==> config.mk <==
export PLATFORM = sky130hd
export DESIGN_NAME = datapath_param
export DESIGN_NICKNAME = d
export VERILOG_FILES = /design/src/rtl/datapath_pkg.sv /design/src/rtl/datapath_param_alu_seq.sv /design/src/rtl/datapath_param.sv
export SDC_FILE = /design/constraint.sdc
export NUM_CORES = 1
export LEC_CHECK = 0
export CELL_PAD_IN_SITES_DETAIL_PLACEMENT = 0
export CELL_PAD_IN_SITES_GLOBAL_PLACEMENT = 1
export CORE_ASPECT_RATIO = 1.75
export CORE_MARGIN = 1
export CORE_UTILIZATION = 40
export CTS_CLUSTER_DIAMETER = 50
export DETAILED_ROUTE_END_ITERATION = 10
export PLACE_DENSITY = 0.74
export SKIP_CTS_REPAIR_TIMING = 1
export SYNTH_ARGS = -nofsm -noshare
export SYNTH_HDL_FRONTEND = slang
export SYNTH_HIERARCHICAL = 1
export SYNTH_SLANG_ARGS = --single-unit
==> constraint.sdc <==
create_clock -name clock -period 5.35 [get_ports clock]
set_clock_uncertainty 0.1 [all_clocks]
set_input_delay 0.8025 -clock clock [delete_from_list [all_inputs] [get_ports clock]]
set_output_delay 0.8025 -clock clock [all_outputs]
set_load 0.005 [all_outputs]
==> src/rtl/datapath_pkg.sv <==
// Shared constants for the parametrised accumulator datapath:
// bus source selects, ALU opcodes and the multiply sequencer states.
package datapath_pkg;

  localparam logic [3:0] BUS_ZERO = 4'd0;
  localparam logic [3:0] BUS_AR   = 4'd1;
  localparam logic [3:0] BUS_PC   = 4'd2;
  localparam logic [3:0] BUS_IR   = 4'd3;
  localparam logic [3:0] BUS_DR   = 4'd4;
  localparam logic [3:0] BUS_REG  = 4'd5;
  localparam logic [3:0] BUS_AC   = 4'd6;
  localparam logic [3:0] BUS_DRAM = 4'd7;
  localparam logic [3:0] BUS_IRAM = 4'd8;

  localparam logic [2:0] OP_PASS = 3'd0;
  localparam logic [2:0] OP_ADD  = 3'd1;
  localparam logic [2:0] OP_SUB  = 3'd2;
  localparam logic [2:0] OP_AND  = 3'd3;
  localparam logic [2:0] OP_OR   = 3'd4;
  localparam logic [2:0] OP_INC  = 3'd5;
  localparam logic [2:0] OP_CLR  = 3'd6;
  localparam logic [2:0] OP_MUL  = 3'd7;

  typedef enum logic {
    MUL_IDLE = 1'b0,
    MUL_RUN  = 1'b1
  } mul_state_e;

endpackage

==> src/rtl/datapath_param_alu_seq.sv <==
// AC register, single-cycle ALU with Z/C flags, and the
// shift-add multiply sequencer with busy/done handshake.
module alu_seq
  import datapath_pkg::*;
#(
  parameter int WIDTH = 16
) (
  input  logic             clk_i,
  input  logic             rst_ni,
  input  logic             start_i,
  input  logic [2:0]       op_i,
  input  logic [WIDTH-1:0] b_i,
  output logic [WIDTH-1:0] ac_o,
  output logic             z_o,
  output logic             c_o,
  output logic             busy_o,
  output logic             done_o
);

  localparam int CW = $clog2(WIDTH) + 1;

  mul_state_e       state_q;
  logic [WIDTH-1:0] ac_q;
  logic             z_q;
  logic             c_q;
  logic             busy_q;
  logic             done_q;
  logic [WIDTH-1:0] mcand_q;
  logic [WIDTH-1:0] mplier_q;
  logic [WIDTH-1:0] prod_q;
  logic [CW-1:0]    cnt_q;

  logic [WIDTH:0]   res_d;
  logic [WIDTH-1:0] prod_d;

  // Bit WIDTH of the widened result is carry-out, or borrow for SUB.
  always_comb begin
    res_d = '0;
    unique case (op_i)
      OP_PASS: res_d = {1'b0, b_i};
      OP_ADD:  res_d = {1'b0, ac_q} + {1'b0, b_i};
      OP_SUB:  res_d = {1'b0, ac_q} - {1'b0, b_i};
      OP_AND:  res_d = {1'b0, ac_q & b_i};
      OP_OR:   res_d = {1'b0, ac_q | b_i};
      OP_INC:  res_d = {1'b0, ac_q} + {{WIDTH{1'b0}}, 1'b1};
      OP_CLR:  res_d = '0;
      OP_MUL:  res_d = '0;
    endcase
  end

  always_comb begin
    prod_d = prod_q;
    if (mplier_q[0]) prod_d = prod_q + mcand_q;
  end

  always_ff @(posedge clk_i) begin
    if (!rst_ni) begin
      state_q  <= MUL_IDLE;
      ac_q     <= '0;
      z_q      <= 1'b0;
      c_q      <= 1'b0;
      busy_q   <= 1'b0;
      done_q   <= 1'b0;
      mcand_q  <= '0;
      mplier_q <= '0;
      prod_q   <= '0;
      cnt_q    <= '0;
    end else begin
      done_q <= 1'b0;
      unique case (state_q)
        MUL_IDLE: begin
          if (start_i && op_i == OP_MUL) begin
            mcand_q  <= ac_q;
            mplier_q <= b_i;
            prod_q   <= '0;
            cnt_q    <= CW'(WIDTH);
            state_q  <= MUL_RUN;
          end else if (start_i) begin
            ac_q <= res_d[WIDTH-1:0];
            z_q  <= (res_d[WIDTH-1:0] == '0);
            c_q  <= res_d[WIDTH];
          end
        end
        MUL_RUN: begin
          prod_q   <= prod_d;
          mcand_q  <= mcand_q << 1;
          mplier_q <= mplier_q >> 1;
          cnt_q    <= cnt_q - CW'(1);
          busy_q   <= (cnt_q != CW'(1));
          if (cnt_q == CW'(1)) begin
            ac_q    <= prod_d;
            z_q     <= (prod_d == '0);
            c_q     <= 1'b0;
            done_q  <= 1'b1;
            state_q <= MUL_IDLE;
          end
        end
      endcase
    end
  end

  assign ac_o   = ac_q;
  assign z_o    = z_q;
  assign c_o    = c_q;
  assign busy_o = busy_q;
  assign done_o = done_q;

endmodule

==> src/rtl/datapath_param.sv <==
// Shared-bus accumulator datapath: AR/PC/DR/IR, register file,
// bus mux and PC logic; AC and multiply live in alu_seq.
module datapath_param
  import datapath_pkg::*;
#(
  parameter int WIDTH = 16,
  parameter int NREGS = 4,
  localparam int RSW = $clog2(NREGS)
) (
  input  logic             clock,
  input  logic             reset_n,
  input  logic [WIDTH-1:0] dram_in,
  input  logic [WIDTH-1:0] iram_in,
  input  logic [3:0]       bus_sel,
  input  logic [RSW-1:0]   reg_sel,
  input  logic             ld_reg,
  input  logic             ld_ar,
  input  logic             ld_dr,
  input  logic             ld_ir,
  input  logic             ld_pc,
  input  logic             inc_pc,
  input  logic             alu_start,
  input  logic [2:0]       alu_op,
  output logic [WIDTH-1:0] bus_out,
  output logic [WIDTH-1:0] addr_out,
  output logic [WIDTH-1:0] ir_out,
  output logic             z_flag,
  output logic             c_flag,
  output logic             busy,
  output logic             done
);

  logic [WIDTH-1:0] ar_q;
  logic [WIDTH-1:0] pc_q;
  logic [WIDTH-1:0] dr_q;
  logic [WIDTH-1:0] ir_q;
  logic [WIDTH-1:0] rf_q [NREGS];
  logic [WIDTH-1:0] ac;

  always_comb begin
    bus_out = '0;
    unique case (bus_sel)
      BUS_AR:   bus_out = ar_q;
      BUS_PC:   bus_out = pc_q;
      BUS_IR:   bus_out = ir_q;
      BUS_DR:   bus_out = dr_q;
      BUS_REG:  bus_out = rf_q[reg_sel];
      BUS_AC:   bus_out = ac;
      BUS_DRAM: bus_out = dram_in;
      BUS_IRAM: bus_out = iram_in;
      default:  bus_out = '0;
    endcase
  end

  always_ff @(posedge clock) begin
    if (!reset_n) begin
      ar_q <= '0;
      pc_q <= '0;
      dr_q <= '0;
      ir_q <= '0;
      for (int i = 0; i < NREGS; i++) rf_q[i] <= '0;
    end else begin
      if (ld_ar) ar_q <= bus_out;
      if (ld_dr) dr_q <= bus_out;
      if (ld_ir) ir_q <= bus_out;
      if (ld_reg) rf_q[reg_sel] <= bus_out;
      if (ld_pc) pc_q <= bus_out;
      else if (inc_pc) pc_q <= pc_q + {{(WIDTH-1){1'b0}}, 1'b1};
    end
  end

  alu_seq #(
    .WIDTH(WIDTH)
  ) u_alu (
    .clk_i  (clock),
    .rst_ni (reset_n),
    .start_i(alu_start),
    .op_i   (alu_op),
    .b_i    (bus_out),
    .ac_o   (ac),
    .z_o    (z_flag),
    .c_o    (c_flag),
    .busy_o (busy),
    .done_o (done)
  );

  assign addr_out = ar_q;
  assign ir_out   = ir_q;

endmodule

# Word level (Yosys, flattened, before mapping)
# Memory sizes are Yosys's and may differ from the RTL's.
# Index checks and enable logic that the tools add are counted.
classes:
  n_addsub: 6
  n_eq_ne: 21
  n_mux: 36
  bitwise_logic: 3
  n_reduce_logical: 9
ops:
  columns: ["cell", "n"]
  rows:
  - ["16-bit 2-to-1 mux", 10]
  - ["16-bit one-hot mux with 2 select lines", 4]
  - ["16-bit one-hot mux with 8 select lines", 1]
  - ["17-bit one-hot mux with 7 select lines", 1]
  - ["16-bit logical NOT", 2]
  - ["16-bit by 1-bit adder with 17-bit output, second input constant", 1]
  - ["16-bit by 16-bit adder with 17-bit output", 1]
  - ["16-bit by 16-bit subtractor with 17-bit output", 1]
  - ["16-bit by 1-bit adder with 16-bit output, second input constant", 1]
  - ["16-bit adder", 1]
  - ["16-bit bitwise AND", 1]
  - ["4-bit by 3-bit equality test with 1-bit output, second input constant", 4]
  - ["16-bit OR", 1]
  - ["16-bit OR reduction", 1]
  - ["1-bit 2-to-1 mux", 14]
  - ["3-bit equality test, second input constant", 4]
  - ["5-bit one-hot mux with 2 select lines", 1]
  - ["4-bit by 2-bit equality test with 1-bit output, second input constant", 2]
  - ["3-bit by 2-bit equality test with 1-bit output, second input constant", 2]
  - ["2-bit inequality test, second input constant", 3]
  - ["1-bit one-hot mux with 2 select lines", 3]
  - ["5-bit by 1-bit equality test with 1-bit output, second input constant", 1]
  - ["5-bit 2-to-1 mux", 1]
  - ["5-bit by 1-bit inequality test with 1-bit output, second input constant", 1]
  - ["13 further kinds", 13]
word_totals:
  regBits: 138
  ram_bits: 64
  in_bits: 50
  output_inout_bits: 52
  elab_cells: 90
  mem_count: 1
memory_table:
  columns: ["memory", "depth", "word_bits", "rd", "rd_ports_with_merged_regs", "write_ports", "line", "source"]
  rows:
  - ["rf_q", 4, 16, 1, 0, 4, "datapath_param.sv:37", "logic [WIDTH-1:0] rf_q [NREGS];"]

# Logic depth before layout (Yosys ltp)
# Gate-level depths: netlist (run 1).
depth:
  word_depth: 8
  ltp_mapped: 24
  depth_no_buf: 21

# Hierarchy
# Netlist (run 1), hierarchy kept.
by_module_without_submodules:
  columns: ["mod", "instances", "cells_each", "area_each_um2", "seq_area_each_um2"]
  rows:
  - ["datapath_param", 1, 641, 6727.7, 3203.1]
  - ["alu_seq", 1, 766, 5748.0, 1481.4]

# Worst setup path after synthesis (run 1)
# OpenSTA, ideal clock, no wires.
synth_path:
  path_type: "in2reg"
  start: "input reg_sel[0]"
  end: "register u_alu.ac_q[15] (netlist: u_alu/ac_o[15])"
  setup_time_ns: 0.086
  arrival_ns: 5.036
  required_ns: 5.164
  path_slack_ns: 0.128
  path_stages: 20
  path_buffers: 1
  cell_sequence: "buf_6 -> mux4_2 -> a2111oi_4 -> inv_1 -> inv_1 -> ha_1 -> inv_1 -> or3_1 -> o21ai_0 -> xor2_1 -> nor2_1 -> ha_1 -> a21o_1 -> a21oi_1 -> a31oi_1 -> a31oi_1 -> mux2_2 -> o211ai_1 -> o22ai_1 -> a211oi_1"
synth_between:
  elab_chain_len: 7
  word_cells_on_any_way: 10
  cone_classes: "add/sub: 2; mux: 5; bitwise: 2; memory: 1"
synth_rtl:
  columns: ["element", "line", "source"]
  rows:
  - ["start, declared", "datapath_param.sv:15", "input logic [RSW-1:0] reg_sel,"]
  - ["memory read 4 x 16 bit (*)", null, null]
  - ["16-bit one-hot mux with 8 select lines (*)", "datapath_param.sv:42", "unique case (bus_sel)"]
  - ["named net bus_out[0]", "datapath_param.sv:24", "output logic [WIDTH-1:0] bus_out,"]
  - ["16-bit by 16-bit subtractor with 17-bit output or 16-bit by 16-bit adder with 17-bit output (tied branches)", "datapath_param_alu_seq.sv:42, datapath_param_alu_seq.sv:41", null]
  - ["17-bit one-hot mux with 7 select lines (*)", "datapath_param_alu_seq.sv:39", "unique case (op_i)"]
  - ["16-bit 2-to-1 mux (*)", "datapath_param_alu_seq.sv:78", "end else if (start_i) begin"]
  - ["16-bit 2-to-1 mux (*)", "datapath_param_alu_seq.sv:72", "if (start_i && op_i == OP_MUL) begin"]
  - ["16-bit one-hot mux with 2 select lines (*)", "datapath_param_alu_seq.sv:70", "unique case (state_q)"]
  - ["end signal, assigned", "datapath_param_alu_seq.sv:79", "ac_q <= res_d[WIDTH-1:0];"]
  - ["end signal, assigned", "datapath_param_alu_seq.sv:91", "ac_q <= prod_d;"]
  - ["end, declared", "datapath_param_alu_seq.sv:23", "logic [WIDTH-1:0] ac_q;"]
# The timed path passes the listed nets; every way through them passes the cells marked *. The select of a mux whose other input is x is not followed.
# A chain may end at the register's enable or synchronous reset.

# Final worst setup path (run 1)
layout_path:
  start: "input reg_sel[0]"
  end: "register u_alu.z_q (netlist: u_alu/z_o)"
layout_between:
  elab_chain_len: 8
  word_cells_on_any_way: 11
  cone_classes: "add/sub: 2; mux: 5; bitwise: 2; reduce/logical: 1; memory: 1"
layout_rtl:
  columns: ["element", "line", "source"]
  rows:
  - ["memory read 4 x 16 bit (*)", null, null]
  - ["16-bit one-hot mux with 8 select lines (*)", "datapath_param.sv:42", null]
  - ["16-bit by 16-bit subtractor with 17-bit output, or another cell as far along", "datapath_param_alu_seq.sv:42", "OP_SUB: res_d = {1'b0, ac_q} - {1'b0, b_i};"]
  - ["17-bit one-hot mux with 7 select lines (*)", "datapath_param_alu_seq.sv:39", null]
  - ["16-bit logical NOT (*)", "datapath_param_alu_seq.sv:80", "z_q <= (res_d[WIDTH-1:0] == '0);"]
  - ["1-bit 2-to-1 mux (*)", "datapath_param_alu_seq.sv:78", null]
  - ["1-bit 2-to-1 mux (*)", "datapath_param_alu_seq.sv:72", null]
  - ["1-bit one-hot mux with 2 select lines (*)", "datapath_param_alu_seq.sv:70", null]
  - ["end signal, assigned", "datapath_param_alu_seq.sv:80", null]
  - ["end signal, assigned", "datapath_param_alu_seq.sv:92", "z_q <= (prod_d == '0);"]
  - ["end, declared", "datapath_param_alu_seq.sv:24", "logic z_q;"]
# Every way passes the cells marked *; elsewhere a longest branch is shown, timed or not. The select of a mux whose other input is x is not followed.

==> flow_summary.yaml, run 1 <==
clock_tree:
  root_buffer: "clkbuf_16"
  htree_levels: 1
  cts_tree: "built"
  cts_buffers: 22
  clk_latency_ns: 0.54
  cts_max_path_buffers: 3
  cts.sinks: 202
  clk_pin_slew_ns: 0.07
logic_synthesis:
  synth_top_family_by_area: "compound AO/OA/AOI/OAI gates"
  synth_edf_count: 64
  synthMuxAreaShare_pct: 6.539
  synthXorXnorAreaFrac_pct: 2.457
  yosysWarnings: 6
  syn_nets: 1497
  ys_async_sr_fraction_pct: 0
  ys_types: 98
  ys_seq_area_share_pct: 37.55
  synth-main-ff-cell: "dfxtp_1"
  synth-compound-area-share_pct: 22.30
  synthTopCellsByArea: "dfxtp_1 22%, edfxtp_1 15%, a21oi_1 5.9%"
  synthSimpleGateAreaFrac_pct: 21.47
  synth_commonest_cells: "165 x nand2_1, 147 x a21oi_1, 138 x dfxtp_1"
  avgSynthCellArea_um2: 8.867
  synth_fa_ha_area_share_pct: 4.132
  synth_most_common_cell: "nand2_1"
  synth-seq-cells: 202
  syn_area_um2: 12480
  synth_top_area_cell: "dfxtp_1"
  synthCells: 1407
  synth_top_area_share_pct: 22.14
job:
  maxCapViolations: 0
power_and_ir_drop:
  peakVddDrop_mv: 0.2907
  p_total_mw: 4.136
  leakagePower_nw: 5.968
  pwr_density_cell_nw_per_um2: 266.3
floorplan:
  fp.dieW_um: 135.5
  initial_core_util_pct: 40.59
  die_h_um: 235.6
  coreArea_um2: 30740
  dieArea_um2: 31930
  rows: 85
  pin_count: 102
critical_path:
  arrival_ns: 5.53
  cp-end-kind: "flop"
  required_ns: 5.73
  crit_type: "primary input to flop"
  crit_family: "simple AND/OR/NAND/NOR gates"
  critical-path-slowest-cell: "mux4_1"
  cp_max_fo: 9
  crit_chain: "clkdlybuf4s50_1 -> buf_12 -> mux4_1 -> nand2_1 -> nor4bb_1 -> inv_1 -> nand2b_1 -> buf_4 -> nor4_1 -> buf_4 -> o21ai_0 -> a21oi_1 -> ha_1 -> a21oi_2 -> buf_4 -> a21oi_1 -> o21ai_1 -> buf_4 -> a211o_1 -> and3_2 -> nand4_1 -> nor4_2 -> nand4_1 -> nand3_1"
  crit_path_start_kind: "primary input"
  max_stage_delay_ns: 0.54
  worstPathBufferInverterCount: 7
  critPathMostFrequentCell: "buf_4"
cells_and_area:
  antenna_cells: 0
  post-route-cell-area_um2: 15530
  final_layout_size_suffix_gt1_share_pct: 18.79
  syn2layout_area_growth_pct: 24.49
  finalNetCount: 1676
  fin_util_pct: 50.53
  layout.cells.non_filler: 1993
sta:
  finalCritPeriodShare_pct: 96.28
  hold_slack_ns: 0.3595
  worst_pin_slew_ns: 1.284
  period_minus_slack_ns: 5.151
  drv_slew: 0
  fin_tns_setup_ns: 0
  layout_setup_ws_ns: 0.1988
  setup_viol: 0
  slew_headroom_pct: 14.21
  hold_viol_final: 0
  fmax_mhz: 194.1
place:
  place_area_um2: 14680
  numPlacedInstances: 1952
  dp_hpwl_um: 32440
  post-place-ws_ns: -0.5043
  io_buffers: 101
  place.gp.congestion: 0.9058
hold_path:
  hold_path_class: "flop to flop"
detailed_routing:
  vias: 11670
  postRouteWirelength_um: 42330
  first_pass_iters: 5
  drc: 0
  wl_per_cell_um: 21.24
  ant_nets: 0
  vias_per_cell: 5.855
  drtIter0Drc: 710
run_status:
  status: "complete, no violations"
grt:
  grt_usage_pct: 26.57
  grt_start_max_net_pins: 77
  grt_pass1_wl_um: 64290
  first_global_vias: 11320
  grt_antenna_before_repair: 0
  grt_overflow_total: 0
==> where the power goes <==
group          switching (mW)  internal [mW]
sequential             0.0665           1.66
clock                   0.705          0.936
combinational           0.408          0.365
total                    1.18           2.96
==> cells by family (layout without fill, tap and decap cells) <==
| logic type | after synthesis | count (layout) |
|---|---|---|
| multiplexers | 54 | 54 |
| adder cells (fa/ha/maj) | 40 | 40 |
| AO/OA/AOI/OAI | 423 | 423 |
| XOR/XNOR | 35 | 35 |
| AND/OR/NAND/NOR | 512 | 512 |
| buffers and inverters | 141 | 336 |
| flip-flops | 202 | 202 |
==> layout by cell type (no fill, tap or decap), drive strengths merged, types with 18 or more instances in the layout <==
master         instances
a21oi                148
nand3                 31
xnor2                 22
clkbuf                23
nand3b                37
nand2                166
mux4                  18
nor2                 132
inv                   33
edfxtp                64
mux2i                 20
a31oi                 38
ha                    38
buf                  169
clkdlybuf4s50         97
dfxtp                138
a311oi                32
o21ai                 85
==> flip-flops by register name, summed over array words and instances, names as in the netlist <==
name and cells:
addr_out 16, dr_q 16, ir_out 16, pc_q 16, rf_q 64, u_alu/ac_o 16, u_alu/busy_o 1, u_alu/c_o 1
u_alu/cnt_q 5, u_alu/done_o 1, u_alu/mcand_q 16, u_alu/mplier_q 16, u_alu/prod_q 16, u_alu/state_q 1, u_alu/z_o 1
==> cell type report <==
type	instances	area, um2
clock inverters	17	215.2
clock buffers	23	564.3
repair buffers	266	2292
multi-input cells	1064	7173
fillers	2944	15200
flip-flops and latches	202	4684
well taps	391	489.2
inverters	30	112.6
==> per-layer routing <==
metal | global-route usage (%) | part of all wire [%] | up-vias
met4 | 18.11 | 7.2 | 0
met2 | 50.27 | 54 | 316
met1 | 26.71 | 35 | 5668
met5 | 0 | 0 | -
li1 | - | - | 5572
met3 | 2.476 | 3.5 | 113
==> worst paths after layout <==
path | cells past startpoint | slack [ns] | startpoint | to
max | 24 | 0.20 | reg_sel[0] | u_alu/z_o$_SDFFE_PN0P_
min | 2 | 0.36 | u_alu/mplier_q[15]$_SDFFE_PN0P_ | u_alu/mplier_q[15]$_SDFFE_PN0P_
max reg2reg | 23 | 0.77 | rf_q[3][3]$_DFFE_PP_ | u_alu/z_o$_SDFFE_PN0P_
min reg2reg | 2 | 0.36 | u_alu/mplier_q[15]$_SDFFE_PN0P_ | u_alu/mplier_q[15]$_SDFFE_PN0P_
==> worst min-delay path: cells and delay by family, from the launching register on <==
family | cells | cell delay (ns)
AO/OA/AOI/OAI | 1 | 0.05
flip-flops | 1 | 0.31
AND/OR/NAND/NOR | 1 | 0.05
Note: power is estimated with default switching activity, not from simulation.
==> run 2, diff against run 1 <==
- TNS_END_PERCENT: default -> 20
==> results of run 2 <==
Final layout, timing and power as in run 1 (identical DEF).
==> run 3, diff against run 2 <==
- MAX_ROUTING_LAYER: default -> met4
==> flow_summary.yaml, run 3 (synthesized netlist as in run 1, its figures left out) <==
place:
  io_buffers: 101
  place.gp.congestion: 0.9423
  post-place-ws_ns: -0.5572
  place_area_um2: 14710
  dp_hpwl_um: 32670
floorplan:
  rows: 85
  coreArea_um2: 30740
  pin_count: 102
  dieArea_um2: 31930
  initial_core_util_pct: 40.59
  die_h_um: 235.6
  fp.dieW_um: 135.5
critical_path:
  crit_type: "primary input to flop"
  worstPathBufferInverterCount: 7
  required_ns: 5.73
  max_stage_delay_ns: 0.51
  arrival_ns: 5.59
  critPathMostFrequentCell: "buf_4"
  crit_path_start_kind: "primary input"
  cp-end-kind: "flop"
  crit_family: "simple AND/OR/NAND/NOR gates"
  cp_max_fo: 7
  critical-path-slowest-cell: "clkdlybuf4s50_1"
sta:
  setup_viol: 0
  slew_headroom_pct: 23.34
  worst_pin_slew_ns: 1.146
  period_minus_slack_ns: 5.214
  layout_setup_ws_ns: 0.1359
  drv_slew: 0
  finalCritPeriodShare_pct: 97.46
  hold_viol_final: 0
  fmax_mhz: 191.8
  rsz0062_at_grt: "yes"
clock_tree:
  cts.sinks: 202
  root_buffer: "clkbuf_16"
  clk_pin_slew_ns: 0.07
  htree_levels: 1
  cts_max_path_buffers: 3
  cts_buffers: 21
  clk_latency_ns: 0.53
  cts_tree: "built"
cells_and_area:
  mostFrequentLayoutCell: "buf_4"
  antenna_cells: 0
  post-route-cell-area_um2: 15490
  regMostFlops: "rf_q"
  syn2layout_area_growth_pct: 24.15
  finalNetCount: 1682
  final_layout_size_suffix_gt1_share_pct: 18.86
  layout_common_cells: "169 x buf_4, 165 x nand2_1, 146 x a21oi_1"
  fill_cells: 2960
  largest_reg_flops: 64
power_and_ir_drop:
  p_total_mw: 4.036
  pwr_density_cell_nw_per_um2: 260.6
  leakagePower_nw: 5.971
  peakVddDrop_mv: 0.2504
detailed_routing:
  wl_per_cell_um: 21.39
  vias: 11640
  drc: 0
  drtIter0Drc: 768
  first_pass_iters: 6
  vias_per_cell: 5.826
  postRouteWirelength_um: 42740
  ant_nets: 0
grt:
  grt_overflow_total: 0
  grt_antenna_before_repair: 0
  first_global_vias: 11450
  grt_usage_pct: 27.34
  grt_pass1_wl_um: 64420
  grt_start_max_net_pins: 62
hold_path:
  hold_path_class: "flop to flop"
job:
  maxCapViolations: 0
run_status:
  status: "complete, no violations"
-- run 3: changes by cell type in the layout (fill, tap and decap cells not counted), moves of 3 or more --
cell	before	now
clkbuf_8	1	5
clkinv_8	3	0
buf_4	160	169
clkbuf_1	0	3
-- run 3: per-stage QoR --
step / instances / setup TNS [ns] / hold WS, ns / utilization [%]
CTS: 1998 / -0.008249 / 0.3576 / 50.17
global placement: 1960 / -3.461 / 0.3453 / 47.86
finish: 1998 / 0 / 0.3562 / 50.39
detailed placement: 1960 / -4.397 / 0.3479 / 47.86
global route: 1998 / -0.7205 / 0.3843 / 50.39
floorplan: 1407 / 0 / 0.3339 / -
-- run 3: worst reg2reg max path, stage by stage (launching register included) --
cell and delay [ns]:
edfxtp_1 0.38, mux4_2 0.46, and2_4 0.18, nor4_4 0.26
inv_1 0.15, nor3_2 0.25, nand2b_1 0.12, buf_4 0.14
nor4_1 0.18, buf_4 0.17, o21ai_0 0.07, a21oi_1 0.20
ha_1 0.27, a21oi_1 0.20, buf_4 0.14, a21oi_1 0.05
o21ai_1 0.13, buf_4 0.16, a211o_1 0.10, and3_2 0.18
nand4_1 0.10, nor4_2 0.36, nand4_1 0.13, nand3_1 0.08
-- run 3: path summary, 6_finish.rpt --
path	from	end	slack, ns	cells past startpoint
max	reg_sel[0]	u_alu/z_o$_SDFFE_PN0P_	0.14	25
min	u_alu/mplier_q[15]$_SDFFE_PN0P_	u_alu/mplier_q[15]$_SDFFE_PN0P_	0.36	2
max reg2reg	rf_q[0][3]$_SDFFCE_PN0P_	u_alu/z_o$_SDFFE_PN0P_	0.71	23
min reg2reg	u_alu/mplier_q[15]$_SDFFE_PN0P_	u_alu/mplier_q[15]$_SDFFE_PN0P_	0.36	2
-- run 3: power by group --
group / internal [mW] / switching [mW] / leakage, nW
logic: 0.368 / 0.409 / 3.82
clock network: 0.881 / 0.655 / 0.350
registers: 1.66 / 0.0676 / 1.80
-- run 3: final cells by class --
class / count / area [um2] / area share, %
clock buffers: 32 / 640.6 / 4.136
clock inverters: 6 / 68.82 / 0.4443
inverters: 30 / 112.6 / 0.7270
multi-input cells: 1064 / 7173 / 46.31
flip-flops and latches: 202 / 4684 / 30.24
well taps: 391 / 489.2 / 3.159
repair buffers: 273 / 2320 / 14.98
-- run 3: routing by layer --
| metal | GRT usage (%) | wire [um] | vias to the layer above |
|---|---|---|---|
| met3 | 2.541 | 1523 | 132 |
| met1 | 26.27 | 15010 | 5598 |
| li1 | - | - | 5581 |
| met2 | 50.37 | 23170 | 330 |
| met5 | - | 0 | - |
| met4 | 18.79 | 3038 | 0 |
